==> src/rtl/alu_pipe_pkg.sv <==
// alu_pipe_pkg: opcodes, flag bit positions and flag bundle
// shared by the ALU pipeline and its compute core.
package alu_pipe_pkg;

  typedef enum logic [3:0] {
    OP_ADD  = 4'd0,
    OP_SUB  = 4'd1,
    OP_AND  = 4'd2,
    OP_OR   = 4'd3,
    OP_XOR  = 4'd4,
    OP_SHL  = 4'd5,
    OP_SHR  = 4'd6,
    OP_SRA  = 4'd7,
    OP_ADDC = 4'd8,
    OP_SLT  = 4'd9,
    OP_SLTU = 4'd10,
    OP_MUL  = 4'd11
  } alu_op_e;

  localparam int FLAG_ZERO  = 0;
  localparam int FLAG_NEG   = 1;
  localparam int FLAG_OVF   = 2;
  localparam int FLAG_CARRY = 3;
  localparam int FLAG_ILL   = 4;

  typedef struct packed {
    logic illegal;
    logic carry;
    logic overflow;
    logic negative;
    logic zero;
  } alu_flags_t;

endpackage

==> src/rtl/alu_pipe_core.sv <==
// alu_pipe_core: combinational compute between S1 and S2.
// ALU_PIPE_MUL_EN adds opcode 11 (low half of unsigned a*b).
module alu_pipe_core
  import alu_pipe_pkg::*;
#(
  parameter int WIDTH = 8
) (
  input  logic [WIDTH-1:0] a,
  input  logic [WIDTH-1:0] b,
  input  logic [3:0]       op,
  input  logic             carry_q,
  output logic [WIDTH-1:0] res,
  output logic [4:0]       flags,
  output logic             carry_we,
  output logic             carry_nx
);

  localparam int MSB = WIDTH - 1;

  logic [WIDTH:0] add_w;
  logic [WIDTH:0] sub_w;
  logic [WIDTH:0] adc_w;
  logic           ovf_add;
  logic           ovf_sub;
  logic           ovf_adc;
  logic           lt_s;
  logic           lt_u;
  logic           c;
  logic           v;
  logic           ill;
  alu_flags_t     fl;

  assign add_w = {1'b0, a} + {1'b0, b};
  assign sub_w = {1'b0, a} - {1'b0, b};
  assign adc_w = add_w + {{WIDTH{1'b0}}, carry_q};

  assign ovf_add = (a[MSB] == b[MSB]) &&
                   (add_w[MSB] != a[MSB]);
  assign ovf_adc = (a[MSB] == b[MSB]) &&
                   (adc_w[MSB] != a[MSB]);
  assign ovf_sub = (a[MSB] != b[MSB]) &&
                   (sub_w[MSB] != a[MSB]);

  assign lt_s = $signed(a) < $signed(b);
  assign lt_u = a < b;

  // Opcode decode; shifts by >= WIDTH fall out of the shift operators.
  always_comb begin
    res      = '0;
    c        = 1'b0;
    v        = 1'b0;
    ill      = 1'b0;
    carry_we = 1'b0;
    case (op)
      OP_ADD: begin
        res      = add_w[MSB:0];
        c        = add_w[WIDTH];
        v        = ovf_add;
        carry_we = 1'b1;
      end
      OP_SUB: begin
        res      = sub_w[MSB:0];
        c        = sub_w[WIDTH];
        v        = ovf_sub;
        carry_we = 1'b1;
      end
      OP_ADDC: begin
        res      = adc_w[MSB:0];
        c        = adc_w[WIDTH];
        v        = ovf_adc;
        carry_we = 1'b1;
      end
      OP_AND:  res = a & b;
      OP_OR:   res = a | b;
      OP_XOR:  res = a ^ b;
      OP_SHL:  res = a << b;
      OP_SHR:  res = a >> b;
      OP_SRA:  res = $signed(a) >>> b;
      OP_SLT:  res = {{MSB{1'b0}}, lt_s};
      OP_SLTU: res = {{MSB{1'b0}}, lt_u};
`ifdef ALU_PIPE_MUL_EN
      OP_MUL:  res = a * b;
`endif
      default: ill = 1'b1;
    endcase
  end

  assign carry_nx    = c;
  assign fl.illegal  = ill;
  assign fl.carry    = c;
  assign fl.overflow = v;
  assign fl.negative = res[MSB];
  assign fl.zero     = !ill && (res == '0);
  assign flags       = fl;

endmodule

==> src/rtl/alu_pipe.sv <==
// alu_pipe: two-stage valid/ready ALU with ADDC carry chain.
// ALU_PIPE_MUL_EN enables the multiply opcode in the core.
module alu_pipe
  import alu_pipe_pkg::*;
#(
  parameter int WIDTH = 8
) (
  input  logic             clk,
  input  logic             rst_n,
  input  logic             valid_i,
  output logic             ready_o,
  input  logic [WIDTH-1:0] operand_a,
  input  logic [WIDTH-1:0] operand_b,
  input  logic [3:0]       opcode,
  output logic             valid_o,
  input  logic             ready_i,
  output logic [WIDTH-1:0] result,
  output logic [4:0]       flags
);

  logic             s1_valid;
  logic [WIDTH-1:0] s1_a;
  logic [WIDTH-1:0] s1_b;
  logic [3:0]       s1_op;
  logic             carry_q;
  logic             s1_load;
  logic             s2_load;
  logic [WIDTH-1:0] core_res;
  logic [4:0]       core_flags;
  logic             carry_we;
  logic             carry_nx;

  assign s2_load = !valid_o || ready_i;
  assign s1_load = !s1_valid || s2_load;
  assign ready_o = s1_load;

  alu_pipe_core #(.WIDTH(WIDTH)) u_core (
    .a        (s1_a),
    .b        (s1_b),
    .op       (s1_op),
    .carry_q  (carry_q),
    .res      (core_res),
    .flags    (core_flags),
    .carry_we (carry_we),
    .carry_nx (carry_nx)
  );

  // S1: capture request when the slot is free or draining.
  always_ff @(posedge clk or negedge rst_n) begin
    if (!rst_n) begin
      s1_valid <= 1'b0;
      s1_a     <= '0;
      s1_b     <= '0;
      s1_op    <= '0;
    end else if (s1_load) begin
      s1_valid <= valid_i;
      if (valid_i) begin
        s1_a  <= operand_a;
        s1_b  <= operand_b;
        s1_op <= opcode;
      end
    end
  end

  // S2: register result/flags, update ADDC carry on the same move.
  always_ff @(posedge clk or negedge rst_n) begin
    if (!rst_n) begin
      valid_o <= 1'b0;
      result  <= '0;
      flags   <= '0;
      carry_q <= 1'b0;
    end else if (s2_load) begin
      valid_o <= s1_valid;
      if (s1_valid) begin
        result <= core_res;
        flags  <= core_flags;
        if (carry_we) carry_q <= carry_nx;
      end
    end
  end

endmodule

==> config.mk <==
export PLATFORM = sky130hd
export DESIGN_NAME = alu_pipe
export DESIGN_NICKNAME = d
export VERILOG_FILES = /design/src/rtl/alu_pipe_pkg.sv /design/src/rtl/alu_pipe_core.sv /design/src/rtl/alu_pipe.sv
export SDC_FILE = /design/constraint.sdc
export NUM_CORES = 1
export LEC_CHECK = 0
export CORE_MARGIN = 4
export CORE_UTILIZATION = 45
export DETAILED_ROUTE_END_ITERATION = 7
export PLACE_DENSITY = 0.69
export SLEW_MARGIN = 15
export SYNTH_ARGS = -nofsm -noshare
export SYNTH_HDL_FRONTEND = slang
export SYNTH_SLANG_ARGS = --single-unit
export TNS_END_PERCENT = 50
==> constraint.sdc <==
create_clock -name clk -period 6.2 [get_ports clk]
set_clock_uncertainty 0.2 [all_clocks]
set_input_delay 1.24 -clock clk [delete_from_list [all_inputs] [get_ports clk]]
set_output_delay 1.24 -clock clk [all_outputs]
set_load 0.1 [all_outputs]
## Word-level counts from Yosys, hierarchy flattened

Cells that the tools add are included.

- Register bits: 36
- Output and inout bits: 15
- Word-level logic and storage cells: 54

- $add $sub $neg: 3
- $lt $le $gt $ge: 2
- Equality and inequality tests: 15
- Shift-type cells: 3
- Mux-type cells: 5
- Bitwise gates (word level): 3
- Reductions and logical operators: 15

Operators by type and width:

| cell | count |
|---|---|
| $pmux W8 S11 | 1 |
| $eq A4 B3 Y1 const B | 4 |
| $lt A8 B8 Y1 | 2 |
| $eq A4 B4 Y1 const B | 3 |
| $reduce_or A11 Y1 | 1 |
| $add A8 B8 Y9 | 1 |
| $add A9 B1 Y9 | 1 |
| $sub A8 B8 Y9 | 1 |
| $and A8 B8 Y8 | 1 |
| $eq A4 B2 Y1 const B | 2 |
| $logic_not A8 Y1 | 1 |
| $or A8 B8 Y8 | 1 |
| $shl A8 B8 Y8 | 1 |
| $shr A8 B8 Y8 | 1 |
| $sshr A8 B8 Y8 | 1 |
| $xor A8 B8 Y8 | 1 |
| $pmux W1 S3 | 2 |
| $eq A4 B1 Y1 const B | 1 |
| $logic_and A1 B1 Y1 | 4 |
| $logic_not A4 Y1 | 1 |
| $ne A1 B1 Y1 | 4 |
| $reduce_and A2 Y1 | 2 |
| $reduce_and A3 Y1 | 1 |
| $reduce_or A3 Y1 | 1 |
| 4 further kinds | 7 |

## Depth between registers and ports, before layout

- Depth in word-level cells: 5
- Gate-level depth with buffers: 13
- Gate-level depth less buffers: 12

## Hierarchy

Synthesis repeated with hierarchy kept, for this count alone.

- Cells, all modules: 434
- Area, all modules: 3925.0 um^2

Modules (own cells, without submodules):

| module | instances | cells an instance | area each (um^2) | sequential area each (um^2) |
|---|---|---|---|---|
| alu_pipe_core | 1 | 354 | 2482.4 | 0.0 |
| alu_pipe | 1 | 80 | 1442.6 | 900.9 |

## Worst setup path before layout

OpenSTA, ideal clock, no wires.

- Path type: in2out
- From: input port ready_i
- To: output port ready_o
- Data arrival time: 2.067 ns
- Required time: 4.760 ns
- Path slack: 2.693 ns
- Stages on the path: 1
- Buffers on the path: 0
- Path through: nand3b_1

- Word-level cells in the longest chain between the ends: 2

RTL lines:

| what | RTL line | text |
|---|---|---|
| start: declaration | alu_pipe.sv:16 | `input logic ready_i,` |
| $logic_or A1 B1 Y1 | alu_pipe.sv:33 | `assign s2_load = !valid_o \|\| ready_i;` |
| $logic_or A1 B1 Y1 | alu_pipe.sv:34 | `assign s1_load = !s1_valid \|\| s2_load;` |
| end: declaration | alu_pipe.sv:11 | `output logic ready_o,` |

No other way between the ends.

## Final worst setup path

Ends and elaborated chain as after synthesis.

==> summary.md <==
| Metric | Value |
|---|---|
| Run status | finished, final reports clean |
| Number of DRC markers after the initial detailed-route iteration | 307 |
| Number of buffers created by CTS | 5 |
| Mean area per synthesized cell | 8.72 µm² |
| Area added between synthesis and finish | 13.1% |
| Diode count | 0 |
| Estimated wirelength of the detail-placed design | 8290 µm |
| Count of clock tree sinks | 35 |
| Post-CTS setup-driven buffer insertion count | 0 |
| IR Drop Worst-Case VDD | 0.187 mV |
| Timing endpoint of the critical path | ready_o |
| Chip height | 99.0 µm |
| Startpoint class of the critical path | input pin |
| Post-synth top flop | dfrtp_1 |
| Post-Place Cell Area | 4130 µm² |
| Synth Net Count | 479 |
| Clock latency of the later-clocked register in the worst-skew pair | 0.30 ns |
| Crit-path max FO | 3 |
| Required time worst endpoint | 4.76 ns |
| Data arrival time of the worst path | 3.03 ns |
| Power per standard cell area | 327 nW/µm² |
| Die extent in x | 99.0 µm |
| Cell area after layout | 4210 µm² |
| Min setup slack post-route | 1.73 ns |
| Count of buffer and inverter cells on the critical path | 2 |
| Final Max Slew Viols | 0 |
| Worst setup slack for register-to-register paths | 2.58 ns |
| Cells after synthesis | 427 |
| Number of antenna violations at the first check in global routing | 0 |
| Crit-path leading delay family | buffers and inverters |
| Final hold violations | 0 |
| Max Fclk | 0.224 GHz |
| # H-tree levels | 2 |
| Final min period | 4.47 ns |
| Crit path capture type | primary output |
| Beginning of the critical path | ready_i |
| Static Leak | 0.00175 µW |
| Number of search-and-repair iterations in the first detailed-routing pass | 5 |
| Transition at the pin with the smallest max-transition slack | 0.984 ns |
| Clk slew on worst S/H paths | 0.08 ns |
| Post-CTS Hold Fix Bufs | 0 |
| Global-route wire length before repair | 17700 µm |
| Number of cells on the worst reg-to-reg path | 9 |
| Worst Setup Slack post-DPL | 1.74 ns |
| Logic depth of the worst setup path including buffers | 3 |
| Mapped cell area | 3720 µm² |
| Share of cells above drive strength 1 | 14.3% |
| FILL cells | 750 |
| Flip-flop and latch count after synthesis | 35 |
| Slowest stage cell on the critical path | clkdlybuf4s50_1 |
| Via count of the first global-routing pass | 3267 |
| Cell variety after synth | 83 |
| TritonCTS clock tree | done |
| Post_cts resized | 0 |
| RSZ-0062 raised after global routing | no |
| Critical register-to-register path startpoint | s1_b[2] |
| Total wire length after detailed routing | 11000 µm |
| Number of vias in the routed layout | 3484 |
| Cell breakdown of the critical path | clkdlybuf4s50_1, nand3b_1, clkdlybuf4s50_1 |
| Destination of the worst register-to-register timing path | flags[0] |
| NumNets Final | 499 |
| # port buffers | 38 |
| Aggregate global routing overflow | 0 |
| TNS Setup | 0 ns |
| Warnings, synthesis | 0 |
| DRC | 0 |
| Critical setup path kind | in -> out |
| Total power after layout | 1380 µW |
| CORE AREA | 7890 µm² |
| Top Ports | 39 |
| Sequential share of the synthesized area | 23.5% |
| Post-synth EDFFs | 0 |
| Starting Density | 47.2% |
| Relative max-transition margin | 34.2% |
| Largest net degree at the start of global routing | 36 |
| Root Buffer Master | clkbuf_8 |
| # setup viols final | 0 |
| Number of cell rows | 32 |
| Ys async rst share | 100% |
| Gp weighted congestion | 0.971 |
| Die area | 9800 µm² |
| Number of routed nets with antenna violations | 0 |
| Cell type with the highest occurrence count on the critical path | clkdlybuf4s50_1 |
| Delay of the slowest cell on the worst path | 1.16 ns |
| GR Util All Layers | 22.7% |
| Max Cap Viol | 0 |
| Period utilisation layout | 72.1% |
| Vias per cell | 6.33 |
| Wire length per cell after detailed routing | 20.0 µm |
| Path type of the worst min-delay path | reg -> reg |
| Buffer levels on the longest clock path | 2 |
==> synth_stat cells, drive strengths merged, types with 4 or more instances <==
library cell	number	area, µm²
dfrtp	35	876
nor2	29	119
nand2	27	101
ha	26	325
inv	25	93.8
mux2	25	282
a21oi	23	115
o21ai	23	115
buf	19	105
clkbuf	12	45.0
nand3	12	60.1
nor3	12	65.1
mux2i	11	110
xor2	10	95.1
a31oi	9	56.3
xnor2	9	78.8
a211oi	7	57.6
nand2b	7	43.8
a22o	6	52.6
nand4	5	31.3
nor2b	5	31.3
nor4	5	37.5
and3	4	31.3
mux4	4	90.1
o22ai	4	25.0
or4	4	30.0
==> cell usage in the layout, fill, tap and decap left out, drive strengths merged, types with 4 or more instances in the layout <==
master	n
o21ai	23
mux2i	11
or4	4
nor2b	5
a21oi	23
buf	6
inv	25
xor2	10
nor3	12
clkdlybuf4s50	38
dfrtp	35
o22ai	4
mux2	25
ha	26
nor2	29
nand2b	7
nor4	5
clkbuf	6
a22o	6
nand3	12
a31oi	9
mux4	4
nand2	27
xnor2	9
and3	4
a211oi	7
nand4	5
==> through the flow <==
step	cells	utilization, %	hold WS (ns)
2_1_floorplan	427	-	0.256
3_3_place_gp	542	52.3	0.262
3_5_place_dp	542	52.3	0.269
4_1_cts	550	53.4	0.287
5_1_grt	550	53.4	0.324
6_report	550	53.4	0.280
==> kinds of logic (layout without fill, tap and decap cells) <==
kind of cell / Yosys count / count (layout) / share of synthesized area (%)
flip-flops: 35 / 35 / 23.5
buffers and inverters: 57 / 78 / 6.65
AO/OA/AOI/OAI: 117 / 117 / 23.1
XOR/XNOR: 19 / 19 / 4.67
adder cells (fa/ha/maj): 28 / 28 / 9.81
multiplexers: 40 / 40 / 12.9
AND/OR/NAND/NOR: 131 / 131 / 19.3
==> power by group <==
group | internal (µW) | switching (µW)
registers | 272 | 78.3
logic | 300 | 554
clock network | 78.7 | 94.2
==> area by class of cell <==
class | count | area, µm² | share of cell area, %
multi-input combinational | 335 | 2600 | 61.7
sequential | 35 | 876 | 20.8
timing repair buffer | 44 | 425 | 10.1
tap | 102 | 128 | 3.03
inverter | 26 | 97.6 | 2.32
clock buffer | 6 | 72.6 | 1.72
clock inverter | 2 | 12.5 | 0.297
==> worst reg2reg max path: cells and delay by family (launching register included) <==
family	cells	cell delay, ns
buffers and inverters	2	0.39
flip-flops	1	0.69
AND/OR/NAND/NOR	1	0.19
adder cells (fa/ha/maj)	1	0.47
AO/OA/AOI/OAI	5	1.60
==> state kept, by name, summed over array words and instances, names as in the netlist <==
signal	cells
carry_q	1
flags	5
result	7
s1_a	8
s1_b	8
s1_op	4
s1_valid	1
valid_o	1
==> how the worst min path moves through the flow <==
stage,slack (ns),to,depth (start not counted),start
global route,0.32,flags[3],1,flags[3]
finish,0.28,result[4],2,result[4]
floorplan,0.26,carry_q,1,carry_q
detailed placement,0.27,result[4],2,result[4]
global placement,0.26,flags[3],1,flags[3]
CTS,0.29,result[4],2,result[4]
==> layer usage <==
metal / vias to the layer above / share of wire [%] / global-route usage, %
met2: 188 / 46 / 35.5
met3: 22 / 8.5 / 4.32
met1: 1652 / 43 / 31.8
li1: 1622 / - / -
met4: 0 / 1.9 / 6.62
met5: - / 0 / 0
Power figures use the tool's default switching activity.
==> RTL change 1, RTL diff (same flow settings) <==
Build with the macro `ALU_PIPE_MUL_EN` defined.
--- a/src/rtl/alu_pipe_core.sv
+++ b/src/rtl/alu_pipe_core.sv
@@ -1,5 +1,7 @@
 // alu_pipe_core: combinational compute between S1 and S2.
 // ALU_PIPE_MUL_EN adds opcode 11 (low half of unsigned a*b).
+`define ALU_PIPE_MUL_EN
+
 module alu_pipe_core
   import alu_pipe_pkg::*;
 #(
Formal check against the unedited RTL: not equivalent (Yosys sat finds a counterexample within 4 cycles, from zero or initial values and one cycle with rst_n low).
==> RTL change 1 against the unedited design <==
Synthesized area is 23% higher. Critical endpoint is now flags[0]. Largest cell class unchanged. Design area is 20% higher. Total power is 37% higher. Sequential cell count stayed put. Clock power is 6% lower. Highest routed layer unchanged. Worst hold slack worse by 0.0022 ns. Routed wire length is 20% higher. Setup slack worse by 0.76 ns.
==> RTL change 1: results (changes against the unedited design) <==
The number of search-and-repair iterations in the first detailed-routing pass is 5 (unchanged), and the number of distinct library cells after synthesis is 66 (was 83). The sequential-to-total area share from yosys stat came out at 19.2% (was 23.5%). The largest driver fanout on the critical path is 13 (was 3), and the net count of the mapped netlist is 613 (was 479).

Leading post-synthesis cells by cell area: dfrtp_1 19%, ha_1 12%, mux2_2 6.2% (was dfrtp_1 24%, ha_1 8.7%, mux2_2 7.6%). The ratio of cells with drive above 1 in the final layout was 10.0% (was 14.3%); the arrival time of data at the critical path endpoint was 5.22 ns (was 3.03 ns). Slowest cell on the critical path: dfrtp_1 (was clkdlybuf4s50_1). The run gives 962 (was 750) as the final-layout fill cell count. The final weighted congestion in routability-driven placement is 0.953 (was 0.971).

The flow ran to the end, and the final reports show no timing, DRC or antenna violations. For the net total in the final layout, the log shows 627 (was 499). The logs give 2.15 nW (was 1.75 nW) for the cell leakage power and 2 (unchanged) for the maximum clock insertion buffer count. The adder and majority cell fraction of the synthesized area was 17.7% (was 9.81%); the initial antenna violation count was 0 (unchanged). For the total routing usage reported by global routing, the log shows 23.5% (was 22.7%). The switching power summed over all nets is 1.02 mW (was 0.726 mW), and the via count of the first global-routing pass is 4,111 (was 3,267).

The via count normalized by instance count was 6.21 (was 6.33). The path category of the worst min-delay check was flop to flop (unchanged). The highest cell delay on the worst timing path was 0.63 ns (was 1.16 ns).

The origin of the worst setup path was s1_a[1] (was ready_i). The buffer count from post-CTS setup fixing was 0 (unchanged); the number of buffers created by CTS was 5 (unchanged). The instance area after placement was 4980 um2 (was 4130 um2). The cell family with the largest share of critical-path delay was adder cells (was buffers and inverters).

Hold path startpoint: result[0] (was result[4]). Average routed wire per standard cell: 19.4 um (was 20.0 um). The clock tree root driver cell is clkbuf_8 (unchanged). The logs give 340 (was 307) for the violation count after the first detailed-routing iteration and 32.2% (was 34.2%) for the headroom to the max-slew limit.

The placed wire-length estimate after detailed placement was 10.2 mm (was 8.29 mm); the source-to-sink clock delay at the later pin of the worst-skew pair was 0.29 ns. The complex-gate fraction of the synthesized area was 21.4% (was 23.1%). The first-pass GRT wire length is 21.9 mm (was 17.7 mm), and the post-cts repair resize count is 0 (unchanged). The H-tree depth came out at 2 (unchanged). The peak supply drop was 0.309 mV (was 0.187 mV). Commonest cells post-synth: 43 x nor2_1, 42 x ha_1, 41 x nand2_1 (was 35 x dfrtp_1, 27 x nand2_1, 27 x nor2_1).

The post-synthesis share of cell area spent on xor and xnor gates was 5.76% (was 4.67%); the mux cell area share after synthesis was 11.8% (was 12.9%).
-- RTL change 1: cell count changes after synthesis, moves of 9 or more --
cell and change:
clkbuf_1 +9, inv_1 +16, xnor2_1 +18, nor2_1 +16
nand2_1 +14, fa_1 +12, ha_1 +16
-- RTL change 1: final timing paths --
kind,end,slack (ns),depth (start not counted)
min in group asynchronous,s1_valid,1.16,2
min,result[0],0.28,2
max reg2reg,flags[0],0.97,15
max,flags[0],0.97,15
min reg2reg,result[0],0.28,2
max in group asynchronous,flags[3],4.33,2
-- RTL change 1: through the flow --
step | hold slack (ns) | utilization (%) | instances | worst slack [ns]
after floorplan | 0.257 | - | 533 | 1.32
after global placement | 0.262 | 50.8 | 673 | 1.12
after detailed placement | 0.270 | 50.8 | 673 | 1.02
after CTS | 0.285 | 51.6 | 681 | 0.986
after global routing | 0.301 | 51.6 | 681 | 0.645
final | 0.278 | 51.6 | 681 | 0.968
-- RTL change 1: worst register-to-register path: cells and delay by family (launching register included) --
family	cells	cell delay (ns)
AND/OR/NAND/NOR	4	0.81
buffers and inverters	2	0.30
flip-flops	1	0.63
adder cells (fa/ha/maj)	5	2.03
AO/OA/AOI/OAI	4	1.16
-- RTL change 1: cell type report --
type                            count  share of cell area, %
Tap cell                          133                   3.28
Sequential cell                    35                   17.3
Inverter                           43                   3.18
Timing Repair Buffer               45                   8.54
Multi-Input combinational cell    417                   66.1
Clock inverter                      1                 0.0987
Clock buffer                        7                   1.51
-- RTL change 1: power groups by stage --
stage               registers (mW)  logic, mW  clock network [mW]
detailed placement           0.370       1.35                   0
floorplan                    0.529      0.865                   0
global route                 0.378       1.48               0.180
finish                       0.368       1.36               0.163
global placement             0.367       1.34                   0
CTS                          0.365       1.36               0.166
-- RTL change 1: kinds of logic after synthesis --
logic type,after synthesis
buf+inv,81
flops,35
fa+ha+maj,56
xor+xnor,30
compound gates,133
mux,42
simple gates,156
-- RTL change 1: layer usage --
metal | share of wire, % | GRT usage, %
met1 | 43 | 33.7
met4 | 4.8 | 10.4
met5 | 0 | 0
met3 | 8.6 | 3.43
met2 | 44 | 35.1
==> RTL change 2, RTL diff (same settings) <==
Without the edit above. Reset style: synchronous (`rst_n`), changed in 2 clocked blocks.
--- a/src/rtl/alu_pipe.sv
+++ b/src/rtl/alu_pipe.sv
@@ -46,7 +46,7 @@
   );
 
   // S1: capture request when the slot is free or draining.
-  always_ff @(posedge clk or negedge rst_n) begin
+  always_ff @(posedge clk) begin
     if (!rst_n) begin
       s1_valid <= 1'b0;
       s1_a     <= '0;
@@ -63,7 +63,7 @@
   end
 
   // S2: register result/flags, update ADDC carry on the same move.
-  always_ff @(posedge clk or negedge rst_n) begin
+  always_ff @(posedge clk) begin
     if (!rst_n) begin
       valid_o <= 1'b0;
       result  <= '0;
Behaviour: differs if rst_n is asserted again (counterexample within 4 cycles, from zero or initial values and one cycle with rst_n low); with rst_n held inactive, the same outputs for 10 cycles.
==> RTL change 2 against the unedited design <==
Setup slack worse by 0.0025 ns. Global-route usage shrank 0.44 points. Core utilization is 2.9 points lower. Synthesized area rose by 0.67%. Critical endpoint unchanged. Design area decreased by 1.9%. Register-to-register slack got worse by 0.35 ns. Routed wire length rose by 0.33%. Sequential cell count unchanged.
Power is not compared: it rests on default switching activity, and its combinational part moved more than twofold at a synthesized area within 25%.
==> RTL change 2: results (changes against the unedited design) <==
For the violation count after the first detailed-routing iteration, the log shows 261 (was 307). The number of clock buffers in the layout was 7 (was 6). The origin of the worst setup path was ready_i (unchanged).

The number of non-clock inverters is 24 (was 26), and the clock-pin slew on the worst setup and hold paths is 0.07 ns. The tools report the endpoint of the worst setup timing path as ready_o (unchanged). The placed wire-length estimate after detailed placement was 8.51 mm (was 8.29 mm). The critical register-to-register path startpoint was s1_b[2] (unchanged).

The buffer count from post-CTS setup fixing was 0 (unchanged); the number of distinct library cells after synthesis was 75 (was 83). The non-clock buffer instance count of the final layout works out to 41 (was 44). The largest driver fanout on the critical path was 5 (was 3). The via count was 3,720 (was 3,484); the total of endpoints with negative setup slack in the final report was 0 (unchanged). Registers with the most flip-flops: s1_a: 8 flops, s1_b: 8 flops, result: 7 flops (unchanged). The cell leakage power was 1.48 nW; the number of search-and-repair iterations in the first detailed-routing pass was 6 (was 5).

The flow ran to the end, and the final reports show no timing, DRC or antenna violations. For the H-tree depth, the log shows 2 (unchanged). The tools report the source-to-sink clock delay at the later pin of the worst-skew pair as 0.30 ns (about the same). The tools report the post-cts repair resize count as 0 (unchanged).

The data-path buffer share of cell area in the final layout is 9.75% (was 10.1%). The final-layout fill cell count came out at 805 (was 750). The run gives 35 (unchanged) as the number of clock sinks. The arrival time of data at the critical path endpoint is 3.03 ns (about the same), and the ratio of cells with drive above 1 in the final layout is 6.16% (was 14.3%). The average routed wire per standard cell is 18.2 um (was 20.0 um). Endpoint of the lowest-slack register-to-register path: flags[3] (was flags[0]).

Final weighted congestion in routability-driven placement: 0.969 (was 0.971). The logs give 18.7% (was 23.5%) for the sequential-to-total area share from yosys stat and 2 (unchanged) for the maximum clock insertion buffer count. Clock tree root driver cell: clkbuf_8 (unchanged). The async set-or-reset flop fraction in the synthesized netlist is 0% (was 100%), and the net total in the final layout is 554 (was 499).

For the largest net degree at the start of global routing, the log shows 38 (was 36). Commonest cells post-synth: 75 x nand2_1, 35 x dfxtp_1, 29 x nor2_1 (was 35 x dfrtp_1, 27 x nand2_1, 27 x nor2_1). The first-pass GRT wire length is 17.7 mm (about the same).

For the total routing usage reported by global routing, the log shows 22.3% (was 22.7%). The fraction of area in registers came out at 17.0% (was 20.8%). Path category of the worst min-delay check: flop to flop (unchanged). The area occupied by multi-input gates is 2730 um2 (was 2600 um2). The count of buffers from port buffering was 38 (unchanged); the number of buffers created by CTS was 5 (unchanged). The worst-case IR drop observed on VDD is 0.0937 mV. For the number of warnings issued by yosys, the log shows 0 (unchanged). Leading post-synthesis cells by cell area: dfxtp_1 19%, ha_1 8.7%, nand2_1 7.5% (was dfrtp_1 24%, ha_1 8.7%, mux2_2 7.6%).

The tools report the reg2reg setup slack as 2.23 ns (was 2.58 ns). The tools report the hold path startpoint as flags[0] (was result[4]). For the via count of the first global-routing pass, the log shows 3,429 (was 3,267). Final-layout clock-cell area share: 1.97% (was 2.02%). The actual slew at the worst max-slew pin is 1.03 ns (was 0.984 ns).

The path depth of the worst reg2reg path is 10 (was 9), and the count of multi-input gates is 395 (was 335).
[RTL change 2: cells by family after synthesis]
logic type      Yosys count  synth area share [%]
fa+ha+maj                28                  9.74
xor+xnor                 15                  3.50
flops                    35                  18.7
simple gates            191                  25.5
mux                      14                  5.81
compound gates          147                  28.1
buf+inv                  64                  8.61
[RTL change 2: metrics by stage]
| stage | hold slack, ns | instances | utilization (%) | setup WS (ns) | cell area, um2 |
|---|---|---|---|---|---|
| 2_1_floorplan | 0.299 | 494 | - | 2.82 | 3750 |
| 3_3_place_gp | 0.263 | 600 | 49.6 | 1.73 | 4050 |
| 3_5_place_dp | 0.274 | 600 | 49.6 | 1.72 | 4050 |
| 4_1_cts | 0.284 | 608 | 50.6 | 1.72 | 4130 |
| 5_1_grt | 0.311 | 608 | 50.6 | 1.70 | 4130 |
| 6_report | 0.281 | 608 | 50.6 | 1.73 | 4130 |
[RTL change 2: report_power, final]
part	switching, mW	internal, mW
logic	0.173	0.102
clock network	0.0911	0.0790
registers	0.0274	0.238
total	0.291	0.419
[RTL change 2: worst min-delay path by stage]
stage,to,slack (ns),cells past startpoint
floorplan,valid_o,0.30,1
global placement,flags[3],0.26,2
detailed placement,flags[0],0.27,2
CTS,flags[0],0.28,2
global route,flags[0],0.31,2
finish,flags[0],0.28,2
[RTL change 2: per-layer routing]
layer  global-route usage (%)  vias up  part of all wire, %
met1                     29.7     1750                   43
met2                     37.7      147                   49
met3                     2.38       24                  5.8
met5                        0        -                    0
met4                     6.93        0                  2.7
li1                         -     1799                    -
[RTL change 2: critical path, stage by stage]
cell             delay [ns]
clkdlybuf4s50_1        0.50
nor2b_4                0.06
nand2_1                0.09
clkdlybuf4s50_1        1.14
